--- config.mk ---
export PLATFORM = sky130hd
export DESIGN_NAME = rptr_empty
export DESIGN_NICKNAME = d
export VERILOG_FILES = /design/src/rtl/fifo_pkg.sv /design/src/rtl/sync_2ff.sv /design/src/rtl/rptr_empty.sv
export SDC_FILE = /design/constraint.sdc
export NUM_CORES = 1
export LEC_CHECK = 0
export BUFFER_PORTS_ARGS = -buffer_cell sky130_fd_sc_hd__clkbuf_2
export CORE_MARGIN = 2
export CORE_UTILIZATION = 54
export DETAILED_ROUTE_END_ITERATION = 8
export PLACE_DENSITY_LB_ADDON = 0.25
export SLEW_MARGIN = 20
export SYNTH_ARGS = -nofsm -noshare
export SYNTH_HDL_FRONTEND = slang
export SYNTH_SLANG_ARGS = --single-unit
--- constraint.sdc ---
create_clock -name rclk -period 4.85 [get_ports rclk]
set_input_delay 0.7275 -clock rclk [delete_from_list [all_inputs] [get_ports rclk]]
set_output_delay 0.7275 -clock rclk [all_outputs]
set_load 0.01 [all_outputs]
--- src/rtl/fifo_pkg.sv ---
`default_nettype none
// ============================================================================
//  Module   : fifo_pkg
//  Purpose  : Shared pointer types and Gray/binary conversion helpers for the
//             asynchronous FIFO read and write control stages, plus the
//             encoding of the read-side output buffer occupancy.
//  Revision : 1.0  initial release
// ============================================================================
package fifo_pkg;

    // Widest pointer the helpers handle; callers zero-extend into this
    // width and truncate the result back to their own pointer width.
    localparam int c_ptr_max_w      = 32;
    localparam int c_fifo_addr_size = 3;

    typedef logic [c_ptr_max_w-1:0]    ptr_wide_t;
    typedef logic [c_fifo_addr_size:0] ptr_t;

    // Output buffer states are encoded as their occupancy so the state
    // register doubles as the word count.
    typedef enum logic [1:0] {
        BUF_EMPTY = 2'd0,
        BUF_ONE   = 2'd1,
        BUF_TWO   = 2'd2
    } buf_state_t;

    function automatic ptr_wide_t bin2gray(input ptr_wide_t b);
        return b ^ (b >> 1);
    endfunction

    // Zero upper bits leave the lower bits of the prefix-XOR unaffected,
    // so this is exact for any pointer width up to c_ptr_max_w.
    function automatic ptr_wide_t gray2bin(input ptr_wide_t g);
        ptr_wide_t b;
        b = g;
        for (int i = c_ptr_max_w - 2; i >= 0; i--) begin
            b[i] = b[i+1] ^ g[i];
        end
        return b;
    endfunction

endpackage
`default_nettype wire

--- src/rtl/sync_2ff.sv ---
`default_nettype none
// ============================================================================
//  Module   : sync_2ff
//  Purpose  : Parameterized-width two-flop synchronizer for Gray pointers
//             crossing clock domains. Both stages clear on reset.
//  Ports    : clk  - destination clock
//             rst  - synchronous active-high reset
//             i_d  - asynchronous input vector
//             o_q  - synchronized output vector
//  Revision : 1.0  initial release
// ============================================================================
module sync_2ff #(
    parameter int WIDTH = 4
) (
    input  logic             clk,
    input  logic             rst,
    input  logic [WIDTH-1:0] i_d,
    output logic [WIDTH-1:0] o_q
);

    logic [WIDTH-1:0] r_meta;
    logic [WIDTH-1:0] r_sync;

    always_ff @(posedge clk) begin
        if (rst) begin
            r_meta <= '0;
            r_sync <= '0;
        end else begin
            r_meta <= i_d;
            r_sync <= r_meta;
        end
    end

    assign o_q = r_sync;

endmodule
`default_nettype wire

--- src/rtl/rptr_empty.sv ---
`default_nettype none
// ============================================================================
//  Module   : rptr_empty
//  Purpose  : Read-side control of the asynchronous FIFO. Synchronizes the
//             Gray write pointer, maintains the read pointer, generates
//             empty / almost-empty flags, drives the memory read port and
//             presents data through a 2-entry first-word-fall-through buffer.
//  Ports    : rclk, rrst        - read clock, synchronous active-high reset
//             wptr_gray         - Gray write pointer (write clock domain)
//             rptr              - registered Gray read pointer to write side
//             raddr, ren        - memory read address / enable
//             rdata_mem         - memory read data, valid cycle after ren
//             rempty, raempty   - registered empty / almost-empty
//             rcount            - unread words still in memory
//             rvalid, rready    - output handshake
//             rdata             - output buffer head
//  Revision : 1.0  initial release
// ============================================================================
module rptr_empty
    import fifo_pkg::*;
#(
    parameter int ADDR_SIZE = 3,
    parameter int DATA_SIZE = 32,
    parameter int AEMPTY_TH = 1
) (
    input  logic                 rclk,
    input  logic                 rrst,
    input  logic [ADDR_SIZE:0]   wptr_gray,
    output logic [ADDR_SIZE:0]   rptr,
    output logic [ADDR_SIZE-1:0] raddr,
    output logic                 ren,
    input  logic [DATA_SIZE-1:0] rdata_mem,
    output logic                 rempty,
    output logic                 raempty,
    output logic [ADDR_SIZE:0]   rcount,
    output logic                 rvalid,
    input  logic                 rready,
    output logic [DATA_SIZE-1:0] rdata
);

    localparam int                 c_ptr_w      = ADDR_SIZE + 1;
    localparam logic [c_ptr_w-1:0] c_aempty_th  = c_ptr_w'(AEMPTY_TH);

    // ------------------------------------------------------------------
    // Write pointer synchronization
    // ------------------------------------------------------------------
    logic [c_ptr_w-1:0] w_sync_wptr;

    sync_2ff #(
        .WIDTH (c_ptr_w)
    ) u_sync_wptr (
        .clk (rclk),
        .rst (rrst),
        .i_d (wptr_gray),
        .o_q (w_sync_wptr)
    );

    // ------------------------------------------------------------------
    // Read pointer and flags
    // ------------------------------------------------------------------
    logic [c_ptr_w-1:0] r_rbin;
    logic [c_ptr_w-1:0] r_rptr;
    logic               r_rempty;
    logic               r_raempty;
    logic               r_pending;

    logic [c_ptr_w-1:0] w_rbin_next;
    logic [c_ptr_w-1:0] w_rbin_next_gray;
    logic [c_ptr_w-1:0] w_sync_wbin;
    logic [c_ptr_w-1:0] w_avail_next;
    logic               w_ren;
    logic               w_pop;
    logic               w_push;
    logic [2:0]         w_occ_after;

    buf_state_t           r_state;
    buf_state_t           w_state_next;
    logic [DATA_SIZE-1:0] r_buf0;
    logic [DATA_SIZE-1:0] r_buf1;
    logic [DATA_SIZE-1:0] w_buf0_next;
    logic [DATA_SIZE-1:0] w_buf1_next;

    assign w_pop  = rvalid & rready;
    assign w_push = r_pending;

    // Buffer occupancy once this cycle's pop and the in-flight word are
    // accounted for; a new read is issued only if its word will fit.
    // Never negative: a pop implies at least one stored word.
    assign w_occ_after = {1'b0, r_state} + {2'b00, r_pending} - {2'b00, w_pop};
    assign w_ren       = ~r_rempty & (w_occ_after < 3'd2);

    assign w_rbin_next      = r_rbin + {{ADDR_SIZE{1'b0}}, w_ren};
    assign w_rbin_next_gray = c_ptr_w'(bin2gray(ptr_wide_t'(w_rbin_next)));
    assign w_sync_wbin      = c_ptr_w'(gray2bin(ptr_wide_t'(w_sync_wptr)));
    assign w_avail_next     = w_sync_wbin - w_rbin_next;

    always_ff @(posedge rclk) begin
        if (rrst) begin
            r_rbin    <= '0;
            r_rptr    <= '0;
            r_rempty  <= 1'b1;
            r_raempty <= 1'b1;
            r_pending <= 1'b0;
        end else begin
            r_rbin    <= w_rbin_next;
            r_rptr    <= w_rbin_next_gray;
            // Compared against the already-advanced pointer so empty rises
            // on the same edge the last word is claimed.
            r_rempty  <= (w_rbin_next_gray == w_sync_wptr);
            r_raempty <= (w_avail_next <= c_aempty_th);
            r_pending <= w_ren;
        end
    end

    // ------------------------------------------------------------------
    // Output buffer: head always in r_buf0, second word in r_buf1
    // ------------------------------------------------------------------
    always_comb begin
        w_state_next = r_state;
        w_buf0_next  = r_buf0;
        w_buf1_next  = r_buf1;
        case (r_state)
            BUF_EMPTY: begin
                if (w_push) begin
                    w_state_next = BUF_ONE;
                    w_buf0_next  = rdata_mem;
                end
            end
            BUF_ONE: begin
                if (w_push && w_pop) begin
                    w_buf0_next = rdata_mem;
                end else if (w_push) begin
                    w_state_next = BUF_TWO;
                    w_buf1_next  = rdata_mem;
                end else if (w_pop) begin
                    w_state_next = BUF_EMPTY;
                end
            end
            BUF_TWO: begin
                // Reads are throttled so no word arrives while full.
                if (w_pop) begin
                    w_state_next = BUF_ONE;
                    w_buf0_next  = r_buf1;
                end
            end
            default: begin
                w_state_next = BUF_EMPTY;
            end
        endcase
    end

    always_ff @(posedge rclk) begin
        if (rrst) begin
            r_state <= BUF_EMPTY;
            r_buf0  <= '0;
            r_buf1  <= '0;
        end else begin
            r_state <= w_state_next;
            r_buf0  <= w_buf0_next;
            r_buf1  <= w_buf1_next;
        end
    end

    // ------------------------------------------------------------------
    // Outputs
    // ------------------------------------------------------------------
    assign rptr    = r_rptr;
    assign raddr   = r_rbin[ADDR_SIZE-1:0];
    assign ren     = w_ren;
    assign rempty  = r_rempty;
    assign raempty = r_raempty;
    assign rcount  = w_sync_wbin - r_rbin;
    assign rvalid  = (r_state != BUF_EMPTY);
    assign rdata   = r_buf0;

endmodule
`default_nettype wire

==> impl_metrics.csv <==
group,metric,value,unit
status,outcome,"complete, no violations",
clock_tree,cts.path.max_buffers,2,
layout,drive_above_1_share,0.297,
detailed_routing,drtPass1Iterations,5,
synthesis,ys.flop_type,"dfxtp_1",
detailed_routing,antenna_left,0,
power_and_ir_drop,p_sw_frac,0.326,
synthesis,synth-edff-count,0,
clock_tree,cts.sinks,84,
layout,final_nets,517,
synthesis,syn_area_per_cell,9.52,µm²
sta,relSlewSlack,0.339,
placement,placed_area,4200,µm²
detailed_routing,drt_wl_total,7670,µm
global_routing,grt_pass1_vias,2807,
power_and_ir_drop,p_int,1.38,mW
die,rows,30,
synthesis,syn_nets,450,
global_routing,overflow,0,
die,start_util,0.561,
power_and_ir_drop,p_leak,1.97,nW
power_and_ir_drop,pwr-share-clk,0.271,
layout,area_delta_synth_final,16.1,%
sta,timing.fmax,0.272,GHz
layout,ff_latch_area,1680,µm²
clock_tree,cts_setup_buffers,0,
clock_tree,post_cts_resized,0,
synthesis,async_flop_share,0,
detailed_routing,remaining_drc_errors,0,
global_routing,grt_usage,0.205,
power_and_ir_drop,p_comb_frac,0.315,
sta,final.setup.tns,0,ns
die,die_h,88.0,µm
global_routing,grt_pass1_wl,12600,µm
synthesis,syn-cell-area,3810,µm²
layout,n_antenna_cell,0,
sta,timing.final.ws_setup,1.18,ns
clock_tree,cts_tree,"yes",
critical_path,cp_max_fo,7,
placement,dp_worst_setup_slack,0.890,ns
worst_hold_path,worstHoldPathType,"register to register",
sta,drv_slew,0,
clock_tree,worstSkewPairLatency,0.34,ns
global_routing,grt_antenna_before_repair,0,
power_and_ir_drop,power.switching,669,µW
synthesis,syn_inst,400,
die,core,6790,µm²
synthesis,yosys_warnings,0,
placement,place_congestion,0.875,
detailed_routing,drt_iter0_markers,91,
clock_tree,htreeDepth,3,
clock_tree,cts_made_buffers,9,
clock_tree,root_buffer,"clkbuf_8",
sta,hold-worst-slack,0.440,ns
layout,multi_input_area,1910,µm²
critical_path,crit_type,"register to primary output",
sta,hold_viol,0,
synthesis,yosysSeqAreaShare,0.442,
critical_path,endpoint_kind,"primary output",
power_and_ir_drop,powerDensity,464,nW/µm²
detailed_routing,avgViaCountPerCell,5.13,
power_and_ir_drop,irDropWorstVdd,245,µV
die,die_w,88.0,µm
detailed_routing,vias,2909,
power_and_ir_drop,seqPwrFrac,0.414,
clock_tree,postCtsHoldBufs,0,
synthesis,ys_types,35,
placement,place.port_buffers,85,
sta,setup_violations,0,
sta,period_share,0.757,
critical_path,required,4.12,ns
detailed_routing,wl_per_cell,13.5,µm
sta,worstMarginPinSlew,0.991,ns
clock_tree,clk_pin_slew,0.08,ns
placement,dp_hpwl,5150,µm
global_routing,grt_max_degree,83,
layout,nFillCells,564,
die,dieArea,7740,µm²
sta,rsz0062_at_grt,"false",
sta,fin_worst_skew,0.00477,ns
layout,post-route-cell-area,4420,µm²
synthesis,synth_seq_cells,84,
critical_path,worstPathArrival,2.94,ns
die,pin_count,86,
critical_path,critPathLaunchType,"register",
sta,final.min_clock_period,3.67,ns
flow_run,max_cap_viol_count,0,
==> cells in the mapped netlist (7+ instances only) <==
library cell  count  area share
mux2i_1          33       0.087
dfxtp_1          84        0.44
clkbuf_1         12       0.012
inv_1             9      0.0089
a21oi_1          37       0.049
buf_2             8       0.011
xor2_1           12       0.028
nor2_1           41       0.040
nand2_1          67       0.066
buf_4             7       0.014
nor2b_1          12       0.020
ha_1              8       0.026
a211oi_2         28       0.092
==> final timing paths <==
kind	from	to	slack [ns]	depth (start not counted)
min reg2reg	u_sync_wptr.r_meta[1]	u_sync_wptr.o_q[1]	0.44	1
max reg2reg	r_state[1]	raempty	1.23	13
min	u_sync_wptr.r_meta[1]	u_sync_wptr.o_q[1]	0.44	1
max	u_sync_wptr.o_q[3]	rcount[2]	1.18	8
==> power by group through the flow <==
| stage | Sequential [mW] | Combinational [mW] | Clock [mW] |
|---|---|---|---|
| finish | 0.849 | 0.646 | 0.557 |
| global route | 0.860 | 0.723 | 0.598 |
| CTS | 0.850 | 0.655 | 0.569 |
| detailed placement | 0.865 | 0.652 | 0 |
| global placement | 0.863 | 0.621 | 0 |
| floorplan | 0.890 | 0.442 | 0 |
==> cells in the final DEF, fill, tap and decap left out, types with 6 or more instances in the layout <==
cell and instances:
clkbuf_2 84, dfxtp_1 84, nand2_1 66, nor2_1 41, a21oi_1 37, mux2i_1 33, a211oi_2 28, xor2_1 12
nor2b_1 12, clkbuf_8 11, inv_1 9, ha_1 8, xnor2_1 6
==> state kept, by name (all words and copies together), names as in the netlist <==
register and count:
rdata 32, r_state 2, r_buf1 32, u_sync_wptr.o_q 4, r_rbin 4, r_pending 1, u_sync_wptr.r_meta 4, raempty 1
rempty 1, rptr 3
==> metrics by stage <==
step / instances / utilization / power (mW)
2_1_floorplan: 400 / - / 1.33
6_report: 567 / 0.651 / 2.05
3_5_place_dp: 552 / 0.617 / 1.52
3_3_place_gp: 552 / 0.617 / 1.48
5_1_grt: 567 / 0.651 / 2.18
4_1_cts: 567 / 0.650 / 2.07
==> worst max-delay path, cell delays in order, from the launching register on <==
cell and delay, ns:
dfxtp_1 0.50, xor2_1 0.34, xor2_1 0.56, xnor2_1 0.23, ha_1 0.19, inv_1 0.07
fa_1 0.40, xor2_1 0.15, clkbuf_2 0.15
==> cell families (layout without fill, tap and decap cells) <==
family                     Yosys count  in the layout  share of synthesized area
xor gates and xnor gates            19             19                     0.0457
muxes                               33             33                     0.0867
buffers and inverters               41            112                     0.0581
adders and majority gates           11             11                     0.0421
and+or+nand+nor                    134            134                      0.150
DFF                                 84             84                      0.442
AOI/OAI and AO/OA                   78             78                      0.176
==> routing by layer <==
layer  global-route usage  part of all wire
met4               0.0755             0.010
met3               0.0594             0.054
met5                    0                 0
met2                0.348              0.49
met1                0.248              0.45
==> layout make-up <==
class,instances,area share
Clock inverter,4,0.0164
Inverter,9,0.00764
Sequential cell,84,0.380
Timing Repair Buffer,88,0.102
Tap cell,96,0.0272
Multi-Input combinational cell,275,0.432
Clock buffer,11,0.0342
No activity file was read; power rests on OpenSTA's default activity.
